<file path="config.mk">
export PLATFORM = sky130hd
export DESIGN_NAME = seq_calc_unit
export DESIGN_NICKNAME = d
export VERILOG_FILES = /design/src/rtl/seq_calc_unit.sv
export SDC_FILE = /design/constraint.sdc
export NUM_CORES = 1
export LEC_CHECK = 0
export ABC_AREA = 1
export ABC_CLOCK_PERIOD_IN_PS = 1800
export CAP_MARGIN = 20
export CORE_UTILIZATION = 45
export CTS_BUF_LIST = sky130_fd_sc_hd__clkbuf_8 sky130_fd_sc_hd__clkbuf_16
export DETAILED_ROUTE_END_ITERATION = 10
export GPL_ROUTABILITY_DRIVEN = 0
export HOLD_SLACK_MARGIN = 0.05
export PLACE_DENSITY = 0.74
export SLEW_MARGIN = 5
export SYNTH_ARGS = -nofsm -noshare
export SYNTH_HDL_FRONTEND = slang
export SYNTH_SLANG_ARGS = --single-unit
</file>
<file path="constraint.sdc">
create_clock -name clk -period 1.8 [get_ports clk]
set_input_delay 0.36 -clock clk [delete_from_list [all_inputs] [get_ports clk]]
set_output_delay 0.36 -clock clk [all_outputs]
set_load 0.01 [all_outputs]
</file>
<file path="src/rtl/seq_calc_unit.sv">
// Multi-cycle unsigned add/sub/mul/div unit with valid/ready command and result ports.
// Mul is LSB-first shift-add and div is restoring MSB-first, one bit per clock.
module seq_calc_unit #(
  parameter int W = 8
) (
  input  logic         clk,
  input  logic         rst,
  input  logic         in_valid,
  output logic         in_ready,
  input  logic [1:0]   op,
  input  logic [W-1:0] a,
  input  logic [W-1:0] b,
  output logic         out_valid,
  input  logic         out_ready,
  output logic [W-1:0] result,
  output logic [W-1:0] hi,
  output logic         err,
  output logic [1:0]   dbg_state
);

  // Handshake rule: a transfer happens on a rising edge where valid && ready;
  // valid holds its payload stable until that edge, ready never waits on valid.

  localparam logic [1:0] S_IDLE = 2'd0;
  localparam logic [1:0] S_RUN  = 2'd1;
  localparam logic [1:0] S_DONE = 2'd2;

  localparam logic [1:0] OP_ADD = 2'b00;
  localparam logic [1:0] OP_SUB = 2'b01;
  localparam logic [1:0] OP_MUL = 2'b10;
  localparam logic [1:0] OP_DIV = 2'b11;

  localparam int CW = (W > 1) ? $clog2(W) : 1;

  logic [1:0]    state;
  logic [CW-1:0] cnt;
  logic [1:0]    op_q;
  logic [W-1:0]  a_q;
  logic [W-1:0]  b_q;
  logic [W-1:0]  work_hi;
  logic [W-1:0]  work_lo;

  logic          accept;
  logic          done_hs;
  logic [W:0]    add_full;
  logic [W:0]    sub_full;
  logic [W:0]    mul_sum;
  logic [W:0]    div_shift;
  logic [W-1:0]  div_diff;
  logic          div_fit;
  logic [W-1:0]  step_hi;
  logic [W-1:0]  step_lo;

  assign in_ready  = (state == S_IDLE) && !rst;
  assign accept    = in_valid && in_ready;
  assign done_hs   = out_valid && out_ready;
  assign dbg_state = state;

  // Bit W of the widened difference is the borrow (set exactly when a < b).
  assign add_full = {1'b0, a} + {1'b0, b};
  assign sub_full = {1'b0, a} - {1'b0, b};

  // Mul: work_hi is the running upper product, work_lo shifts the multiplier out.
  // Div: work_hi is the partial remainder, work_lo shifts dividend out / quotient in.
  always_comb begin
    mul_sum   = {1'b0, work_hi} + (work_lo[0] ? {1'b0, a_q} : {(W+1){1'b0}});
    div_shift = {work_hi, work_lo[W-1]};
    div_fit   = (div_shift >= {1'b0, b_q});
    div_diff  = div_shift[W-1:0] - b_q;
    step_hi   = '0;
    step_lo   = '0;
    if (op_q == OP_MUL) begin
      step_hi = mul_sum[W:1];
      step_lo = {mul_sum[0], work_lo[W-1:1]};
    end else begin
      step_hi = div_fit ? div_diff : div_shift[W-1:0];
      step_lo = {work_lo[W-2:0], div_fit};
    end
  end

  always_ff @(posedge clk) begin
    if (rst) begin
      state     <= S_IDLE;
      cnt       <= '0;
      out_valid <= 1'b0;
      result    <= '0;
      hi        <= '0;
      err       <= 1'b0;
      op_q      <= '0;
      a_q       <= '0;
      b_q       <= '0;
      work_hi   <= '0;
      work_lo   <= '0;
    end else begin
      case (state)
        S_IDLE: begin
          out_valid <= 1'b0;
          if (accept) begin
            op_q <= op;
            a_q  <= a;
            b_q  <= b;
            cnt  <= '0;
            case (op)
              OP_ADD: begin
                result <= add_full[W-1:0];
                hi     <= {{(W-1){1'b0}}, add_full[W]};
                err    <= 1'b0;
                state  <= S_DONE;
              end
              OP_SUB: begin
                result <= sub_full[W-1:0];
                hi     <= {{(W-1){1'b0}}, sub_full[W]};
                err    <= 1'b0;
                state  <= S_DONE;
              end
              OP_MUL: begin
                work_hi <= '0;
                work_lo <= b;
                state   <= S_RUN;
              end
              default: begin
                if (b == '0) begin
                  result <= '1;
                  hi     <= a;
                  err    <= 1'b1;
                  state  <= S_DONE;
                end else begin
                  work_hi <= '0;
                  work_lo <= a;
                  state   <= S_RUN;
                end
              end
            endcase
          end
        end
        S_RUN: begin
          out_valid <= 1'b0;
          work_hi   <= step_hi;
          work_lo   <= step_lo;
          cnt       <= cnt + 1'b1;
          if (cnt == CW'(W-1)) begin
            result <= step_lo;
            hi     <= step_hi;
            err    <= 1'b0;
            cnt    <= '0;
            state  <= S_DONE;
          end
        end
        S_DONE: begin
          if (done_hs) begin
            out_valid <= 1'b0;
            state     <= S_IDLE;
          end else begin
            out_valid <= 1'b1;
          end
        end
        default: begin
          out_valid <= 1'b0;
          state     <= S_IDLE;
        end
      endcase
    end
  end

endmodule
</file>
## Yosys cells after proc, flatten, opt, wreduce, memory -nomap -nowiden

Cells that the tools add are included.

- Bits in registers: 57
- Input bits: 22
- Output and inout port bits: 21
- Logic and storage cells: 85

- Add/sub/neg operators: 5
- Magnitude comparators: 1
- Equality and inequality tests: 14
- Muxes and demuxes: 37
- Bitwise operators: 1
- Reductions and logical operators: 16

Operator list:

| kind | count |
|---|---|
| two-way mux 8 bit | 14 |
| one-hot mux 8 bit (2 select lines) | 6 |
| one-hot mux 8 bit (3 select lines) | 2 |
| adder 8 x 8 -> 9 bit | 2 |
| != test 2 bit (second input constant) | 5 |
| AND reduction 5 bit | 2 |
| >= comparator 9 x 8 -> 1 bit | 1 |
| subtractor 8 x 8 -> 9 bit | 1 |
| zero test 8 bit | 1 |
| two-way mux 2 bit | 4 |
| subtractor 8 bit | 1 |
| == test 2 bit (second input constant) | 3 |
| two-way mux 3 bit | 2 |
| != test 3 x 2 -> 1 bit (second input constant) | 2 |
| one-hot mux 2 bit (3 select lines) | 1 |
| one-hot mux 3 bit (2 select lines) | 1 |
| == test 2 x 1 -> 1 bit (second input constant) | 2 |
| zero test 2 bit | 2 |
| two-way mux 1 bit | 4 |
| != test 4 x 1 -> 1 bit (second input constant) | 1 |
| one-hot mux 1 bit (2 select lines) | 2 |
| one-hot mux 2 bit (2 select lines) | 1 |
| AND reduction 2 bit | 2 |
| AND reduction 4 bit | 1 |
| other kinds (8) | 11 |

## Longest topological paths before layout

- Word-level depth: 5
- Gate-level depth with buffers: 15
- Mapped depth without buffers: 14

## Worst setup path after synthesis

Ideal clock, no wire load.

- Kind: register -> register
- From: register work_lo[0]
- To: register work_hi[3]
- Library setup time: 70 ps
- Data arrival time: 1,743 ps
- Data required time: 1,730 ps
- Slack: -14 ps
- Stages on the path, launching flop included: 13
- Buffers on the path: 1
- Clock period less this slack: 1,814 ps
- Cell sequence: dfxtp_1 clkbuf_1 nand2_1 inv_1 ha_1 fa_1 nand3_1 nand3_1 a21oi_1 o21ai_0 nand3_1 nand2_1 a21oi_1

- Cells in the longest elaborated chain, start to end: 4

RTL lines:

| element | line | source |
|---|---|---|
| from (decl) | 41 | `logic [W-1:0] work_lo;` |
| from (signal assigned) | 139 | `work_lo <= step_lo;` |
| two-way mux 8 bit | 66 | `mul_sum = {1'b0, work_hi} + (work_lo[0] ? {1'b0, a_q} : {(W+1){1'b0}});` |
| adder 8 x 8 -> 9 bit | 66 |  |
| two-way mux 8 bit | 72 | `if (op_q == OP_MUL) begin` |
| one-hot mux 8 bit (2 select lines) | 95 | `case (state)` |
| to (signal assigned) | 138 | `work_hi <= step_hi;` |
| to (decl) | 40 | `logic [W-1:0] work_hi;` |

Every way passes these cells.
A chain may end at the register's enable or synchronous reset.

## Final worst setup path

- From: register work_hi[6]
- To: register hi[3]

- Cells in the longest elaborated chain, start to end: 5

RTL lines:

| element | line | source |
|---|---|---|
| >= comparator 9 x 8 -> 1 bit | 68 | `div_fit = (div_shift >= {1'b0, b_q});` |
| two-way mux 8 bit | 76 | `step_hi = div_fit ? div_diff : div_shift[W-1:0];` |
| two-way mux 8 bit | 72 |  |
| two-way mux 8 bit | 141 | `if (cnt == CW'(W-1)) begin` |
| one-hot mux 8 bit (2 select lines) | 95 |  |
| to (signal assigned) | 106 | `hi <= {{(W-1){1'b0}}, add_full[W]};` |
| to (signal assigned) | 112 | `hi <= {{(W-1){1'b0}}, sub_full[W]};` |
| to (signal assigned) | 143 | `hi <= step_hi;` |
| to (decl) | 16 | `output logic [W-1:0] hi,` |

Every way passes these cells. The select of a mux whose other input is x is not followed.

==> results.md <==
* Power density over cell area at 798 mW/mm2
* Adder-cell area share of the yosys netlist at a little under an eighth
* Chip Height at 100 um
* RSZ-0062 raised after global routing: true
* Multiplexer share of the synthesized area at 0%
* Initial Utilization at a little under half
* Total chip power at 5.46 mW
* Syn Nets at about 730
* Drc violations at 0
* Final WS setup at -0.165 ns
* Wire per inst at approximately 18 um
* Tightest Hold Check Type: flip-flop to flip-flop
* # hold bufs at CTS at 0
* Gr usage total at approximately 30%
* Seq/Total Area, Yosys at a little over a quarter
* Sink of the worst hold path: cnt[1]$_SDFFE_PP0P_
* Result of the run: complete, but fails checks
* Slew @ Worst Pin at between 0.5 and 0.6 ns
* Clk buf depth at 2
* Met3 Usage GRT at around 7%
* Leak at between 3 and 4 nW
* Cts bufs inserted at 9
* CP Max Fanout at 8
* Final WL at around 17,000 um
* # port buffers at 42
* CTS tree: yes
* R2R Setup Slk at -0.17 ns
* Syn_area_per_cell at around 6.4 um2
* Synth area leaders: dfxtp_1 26%, nand2_1 14%, ha_1 9.9%
* FMAX at a little over 0.5 GHz
* Largest family of logic cells by synthesized area: simple AND/OR/NAND/NOR gates
* CP arrival at around 2.3 ns
* Ant. Diodes at 0
* Worst endpoint required time at 2.08 ns
* CTS root buf: clkbuf_8
* Vias at about 5,600
* Global route total overflow at 0
* Max-slew violations at 0
* Finish-stage setup viols at 17
* WS Path Type: flip-flop to flip-flop
* Clock sinks at between 50 and 60
* Worst slack, placed at -0.535 ns
* XOR/XNOR share of the synthesized area at 2.03%
* Minimum clock period at 1.97 ns
* Final hold violations at 0
* Vias in the first global route at 5,138
* Global-route wire length before repair at about 24,000 um
* Site Rows at 35
* Worst setup SP type: flip-flop
* Top cell type's share of synthesized area at 26.4%
* Worst-Skew Late Latency at roughly 0.35 ns
* Maximum vdd drop at 0.487 mV
* ANT nets after route at 0
* Ports at 43
* Dpl cells at 925
* Seq cells post-synth at 57
* Post-synthesis cell area at approximately 0.0043 mm2
* R2R depth at 11
* Die area at roughly 0.01 mm2
* Failing checks: setup timing
* Met1 usage at between 30% and 40%
* Area leader, netlist: dfxtp_1
* Max-cap viol count at 0
* Complex-gate fraction of the synthesized area at ~16%
* Hold wc startpoint: cnt[1]$_SDFFE_PP0P_
* Starting DRT DRC Count at 589
* Reg-to-Reg End: hi[3]$_SDFFE_PP0P_
* Die X at around 100 um
* Core Area at 0.00928 mm2
* Max-slew headroom at 62.5%
* Gr busiest metal: met2
* DP HPWL at approximately 11,000 um
* First-pass DRT Iterations at 8
* GR Util met2 at 52.9%
* Worst r2r src: work_hi[6]$_SDFFE_PP0P_
* Hold depth at 2
* Final core occ at roughly three quarters
* Yosys warns at 0
* Layout cell share with drive strength beyond 1 at roughly two fifths
* Initial antenna violation count at 0
* Layout Nets at around 900
* Area grow syn2layout at 58.4%
* Cell variety after synth at 35
* Reg clk slew, reported paths at about 0.07 ns
* Vias/cell at just under 6
* Largest net degree at the start of global routing at 32
* Worst clock skew at 0.0115 ns
* H-tree depth at 3
* Crit share post-route at 109%
* Post-Layout Cell Count at 951
* Post-synthesis cell count at around 670
* Post-synthesis simple-gate area fraction at 33.0%
* Worst Setup End Kind: flip-flop
[power breakdown]
| part | switching, mW | internal, mW |
|---|---|---|
| logic | 1.37 | 1.05 |
| clock network | 0.549 | 0.993 |
| registers | 0.106 | 1.39 |
| total | 2.02 | 3.43 |
[cell families after synthesis]
kind of cell / count (synthesis)
buffers and inverters: 117
adder cells (fa/ha/maj): 38
AND/OR/NAND/NOR: 321
XOR/XNOR: 10
flip-flops: 57
AO/OA/AOI/OAI: 130
[layout by cell type (no fill, tap or decap), types with 22 or more instances in the layout]
| cell | synthesis | final |
|---|---|---|
| a21oi_1 | 64 | 42 |
| buf_4 | 2 | 101 |
| clkdlybuf4s50_1 | 0 | 27 |
| dfxtp_1 | 57 | 41 |
| ha_4 | 0 | 22 |
| inv_1 | 86 | 62 |
| inv_2 | 6 | 30 |
| nand2_1 | 160 | 125 |
| nand2_2 | 4 | 32 |
| nand3_1 | 75 | 46 |
| nand3_2 | 0 | 26 |
| nor2_1 | 45 | 38 |
| o21ai_0 | 37 | 29 |
[metal layers]
layer  up-vias  part of all wire, %
li1       2498                    -
met1      2541                   36
met2       388                   48
met3       127                  9.2
met4         0                  6.4
met5         -                    0
[repair_timing]
| item | CTS | global route |
|---|---|---|
| gates cloned | 0 | 3 |
| buffers inserted | 1 | 6 |
| endpoints found under the hold margin | 0 | 0 |
| pin swaps | 9 | 57 |
| gates resized for setup | 54 | 173 |
| setup endpoints to repair | 27 | 33 |
[worst max path at each step]
stage / from / endpoint / slack [ns]
final: work_hi[6]$_SDFFE_PP0P_ / hi[3]$_SDFFE_PP0P_ / -0.17
after floorplan: work_lo[0]$_SDFFE_PP0P_ / work_hi[3]$_SDFFE_PP0P_ / -0.01
after global routing: work_hi[6]$_SDFFE_PP0P_ / hi[3]$_SDFFE_PP0P_ / -0.19
after detailed placement: a[0] / result[2]$_SDFFE_PP0P_ / -0.53
after CTS: b_q[4]$_SDFFE_PP0P_ / hi[0]$_SDFFE_PP0P_ / -0.009
after global placement: b[0] / result[2]$_SDFFE_PP0P_ / -0.48
[registers in the layout (all words and copies together), names as in the netlist]
register and flops:
cnt 3, b_q 8, result 8, hi 8, work_lo 8, err 1, work_hi 8, op_q 2
a_q 8, out_valid 1, dbg_state 2
[cells in the mapped netlist, drive strengths merged]
library cell    n
o21ai          50
buf            12
xnor2           2
a211oi          1
o21a            6
clkinv          1
a21oi          64
ha             34
nand4          20
inv            92
nand2         164
o21bai          2
clkbuf         12
xor2            8
dfxtp          57
a31oi           1
or2             2
nor2           51
o22ai           2
nand3          75
nor3            8
nand3b          1
o211ai          4
fa              4
[layout make-up]
class                   instances  area (um2)
inverters                      93         354
repair buffers                157        1410
well taps                     129         161
clock buffers                  11         151
multi-input cells             499        3500
fillers                       671        2440
clock inverters                 5         103
flip-flops and latches         57        1160
[through the flow]
| stage | instance area [um2] | setup TNS (ns) | hold WS [ns] |
|---|---|---|---|
| finish | 6840 | -1.15 | 0.470 |
| global placement | 5620 | -12.46 | 0.452 |
| floorplan | 4340 | -0.0267 | 0.443 |
| CTS | 6110 | -0.00890 | 0.477 |
| detailed placement | 5620 | -13.26 | 0.465 |
| global route | 6840 | -1.92 | 0.489 |
[worst max-delay path: stages, from the launching register on]
cell     delay [ns]
dfxtp_1        0.41
ha_4           0.23
inv_2          0.08
nor2_1         0.05
nand2_1        0.15
nor2_4         0.06
nor2_4         0.18
buf_6          0.19
nand4_1        0.11
nand3_1        0.15
nand2_2        0.12
a21oi_2        0.17
No activity file was read; power rests on OpenSTA's default activity.
==> edit 1, RTL diff (same settings) <==
Reset style: asynchronous (`rst`), changed in one clocked block.
--- a/src/rtl/seq_calc_unit.sv
+++ b/src/rtl/seq_calc_unit.sv
@@ -80,3 +80,3 @@
 
-  always_ff @(posedge clk) begin
+  always_ff @(posedge clk or posedge rst) begin
     if (rst) begin
Function: differs if rst is asserted again (counterexample within 4 cycles, from zero or initial values and one cycle with rst high); with rst held inactive, the same outputs for 4 cycles.
==> edit 1 against the original RTL <==
- synthesized area increased by 4.6%
- the run still ends with negative setup slack left
- sequential cell count did not move
- setup slack got worse by 0.066 ns
- final area down 2.8%
- critical path type unchanged
- non-clock buffer count rose by 1
- clock skew down 0.0022 ns
- first-iteration DRC count shrank 38%
- worst hold slack is essentially flat
- wire length is 13% lower
Power is not compared: it rests on default switching activity, and its combinational part moved more than twofold at a synthesized area within 25%.
==> edit 1: results <==
[synth]
ys_types = 40
async_reset_ff_frac = 1.00
synth_common_cells = nand2_1 (193), inv_1 (96), nand3_1 (59), dfrtp_1 (57), nor2_1 (48)
synth_area_leaders = dfrtp_1 (32%), nand2_1 (16%), ha_1 (9.4%), inv_1 (8.0%), nand3_1 (6.5%)
synthCells = 655
synth-main-ff-cell = dfrtp_1

[clock_tree]
cts_setup_buffers = 16
cts_resized = 70

[place]
place_area_sq_um = 5720
dp.cells = 898

[sta]
worst_slew_pin_slew_ns = 0.377
setup_viol = 18
layout_setup_ws_ns = -0.231

[global_routing]
grt_pass1_wl_mm = 23.0
grt_pass1_vias = 4990
grt_use_met1 = 0.349
use_met2 = 0.498
grt_max_degree = 58

[drt]
wl_mm = 15.1
dr.pass1.iters = 5
route.vias.total = 5080
met1_length_mm = 5.94
drt-initial-drc-count = 364
dr_wl_met2_mm = 7.31
via_per_inst = 5.40

[min_path]
hold_path.class = in -> async

[final_layout]
fin_nets = 863

[setup_path]
cp_max_fo = 4
crit_arrival_ns = 2.27

[outcome]
outcome = finished, violations left
violations = negative setup slack
edit 1: changes by cell type after synthesis, moves of 6 or more:
cell      change
dfxtp_1      -57
dfrtp_1      +57
a21oi_1      -36
inv_1        +10
buf_2         +6
nor3_1        -6
a21boi_1      +6
nand4_1       -7
nand2_1      +33
nand3_1      -16
edit 1: cell type report:
class | count | area (sq um)
well taps | 133 | 166
flip-flops and latches | 57 | 1430
repair buffers | 158 | 1370
clock inverters | 7 | 87.6
fillers | 719 | 3130
clock buffers | 9 | 124
multi-input cells | 475 | 3090
inverters | 102 | 383
edit 1: critical path, stage by stage (launching register included):
cell and delay, ns:
dfrtp_1 0.42, ha_1 0.35, nand2_2 0.08, nor2_2 0.15, inv_2 0.08, nor2_4 0.12
nor2_4 0.06, buf_4 0.14, buf_4 0.15, nand3_1 0.10, nand3_2 0.09, nand2_2 0.10
a21boi_1 0.06
edit 1: path summary, 6_finish.rpt:
| check | startpoint | to | slack, ns | cells after the start |
|---|---|---|---|---|
| worst max-delay path | work_hi[4] | hi[7] | -0.23 | 12 |
| worst min register to register | result[3] | result[3] | 0.49 | 2 |
| min in group clk | b[3] | b_q[3] | 0.47 | 4 |
| worst min-delay path | rst | hi[5] | 0.47 | 3 |
| max in group asynchronous | rst | work_hi[0] | 1.04 | 3 |
| worst max register to register | work_hi[4] | hi[7] | -0.23 | 12 |
edit 1: report_power, final:
part           switching, mW  internal, mW  leakage [nW]  total, mW
registers              0.488          1.92         0.692       2.41
logic                   4.64          3.93          2.80       8.57
clock network          0.559         0.766         0.108       1.33
edit 1: logic make-up after synthesis:
family                     share of synthesized area
DFF                                            0.316
xor gates and xnor gates                      0.0252
buffers and inverters                          0.109
and+or+nand+nor                                0.318
adders and majority gates                      0.112
AOI/OAI and AO/OA                              0.119
==> edit 2, RTL diff (same flow settings) <==
Made on the original files. `W`: 8 -> 16.
--- a/src/rtl/seq_calc_unit.sv
+++ b/src/rtl/seq_calc_unit.sv
@@ -3,3 +3,3 @@
 module seq_calc_unit #(
-  parameter int W = 8
+  parameter int W = 16
 ) (
Ports: changed (resized a, b, hi and result); port bits go from 43 to 75. The function was not compared with the original's and may differ.
==> edit 2 against the original RTL <==
- the run still ends with negative setup slack left
- synthesized area is 100% higher
- power grew to 3.3 times the old value
- setup slack worse by 0.34 ns
- first-iteration DRC count is 130% higher
- sequential cell count is 49 higher
- wire length is 130% higher
- final area is 100% higher
- worst hold slack worse by 0.089 ns
- critical path type unchanged
- critical endpoint is now work_hi[6]
- largest power group unchanged
- highest routed layer unchanged
==> edit 2: results <==
[global_routing]
grt_pass1_wl_mm = 56.5
grtUsageMet3 = 0.0435
grt_pass1_vias = 11000
use_met2 = 0.619
grt.total_usage = 0.361

[clock_tree]
cts_resized = 275
clockRootBuffer = clkbuf_16
insertion_delay_ns = 0.38

[place]
dp_hpwl_mm = 26.1
io_buffers = 74

[setup_path]
critical-path-max-stage-delay_ns = 0.35
cp_slowest_cell = dfxtp_2
cp-startpoint = b_q[8]

[outcome]
outcome = finished, violations left
violations = negative setup slack

[synth]
syn_nets = 1542
synthAdderAreaFrac = 0.102
synth-xor-area-share = 0.0120
ys_types = 48
synth_common_cells = nand2_1 (378), nand3_1 (167), inv_1 (165), a21oi_1 (134), o21ai_0 (118)

[final_layout]
drive_above_1_share = 0.387

[sta]
layout_setup_ws_ns = -0.507
worst_slew_pin_slew_ns = 0.431
setup_viol = 41
tns_ns = -10.48

[drt]
drt-initial-drc-count = 1338
wl_met3_mm = 3.72
dr_wl_met2_mm = 18.1
dr.pass1.iters = 6

[min_path]
hold_path.class = in -> reg

[power]
worst_ir_drop_vdd_mv = 1.14
## edit 2: cell types whose count changed after synthesis, sizes merged, moves of 67 or more
cell / delta
a21oi: +71
inv: +82
nand2: +222
nand3: +94
nor2: +67
o21ai: +76
## edit 2: worst min-delay path by stage
stage | startpoint | end | depth (start not counted)
after floorplan | work_lo[3] | work_lo[3] | 2
after global placement | a_q[6] | a_q[6] | 2
after detailed placement | err | err | 2
after CTS | b[0] | b_q[0] | 4
after global routing | op[0] | op_q[0] | 3
final | op[0] | op_q[0] | 3
## edit 2: power breakdown
part / total, mW / internal [mW] / switching [mW]
combinational: 12.1 / 5.16 / 6.91
sequential: 3.56 / 3.01 / 0.542
clock: 2.12 / 0.996 / 1.12
total: 17.8 / 9.17 / 8.58
## edit 2: layout make-up
class	count	area, sq um
Clock inverter	7	81.3
Sequential cell	106	2150
Tap cell	260	325
Timing Repair Buffer	352	3030
Clock buffer	9	225
Inverter	174	676
Multi-Input combinational cell	1098	7320
Fill cell	1332	5080
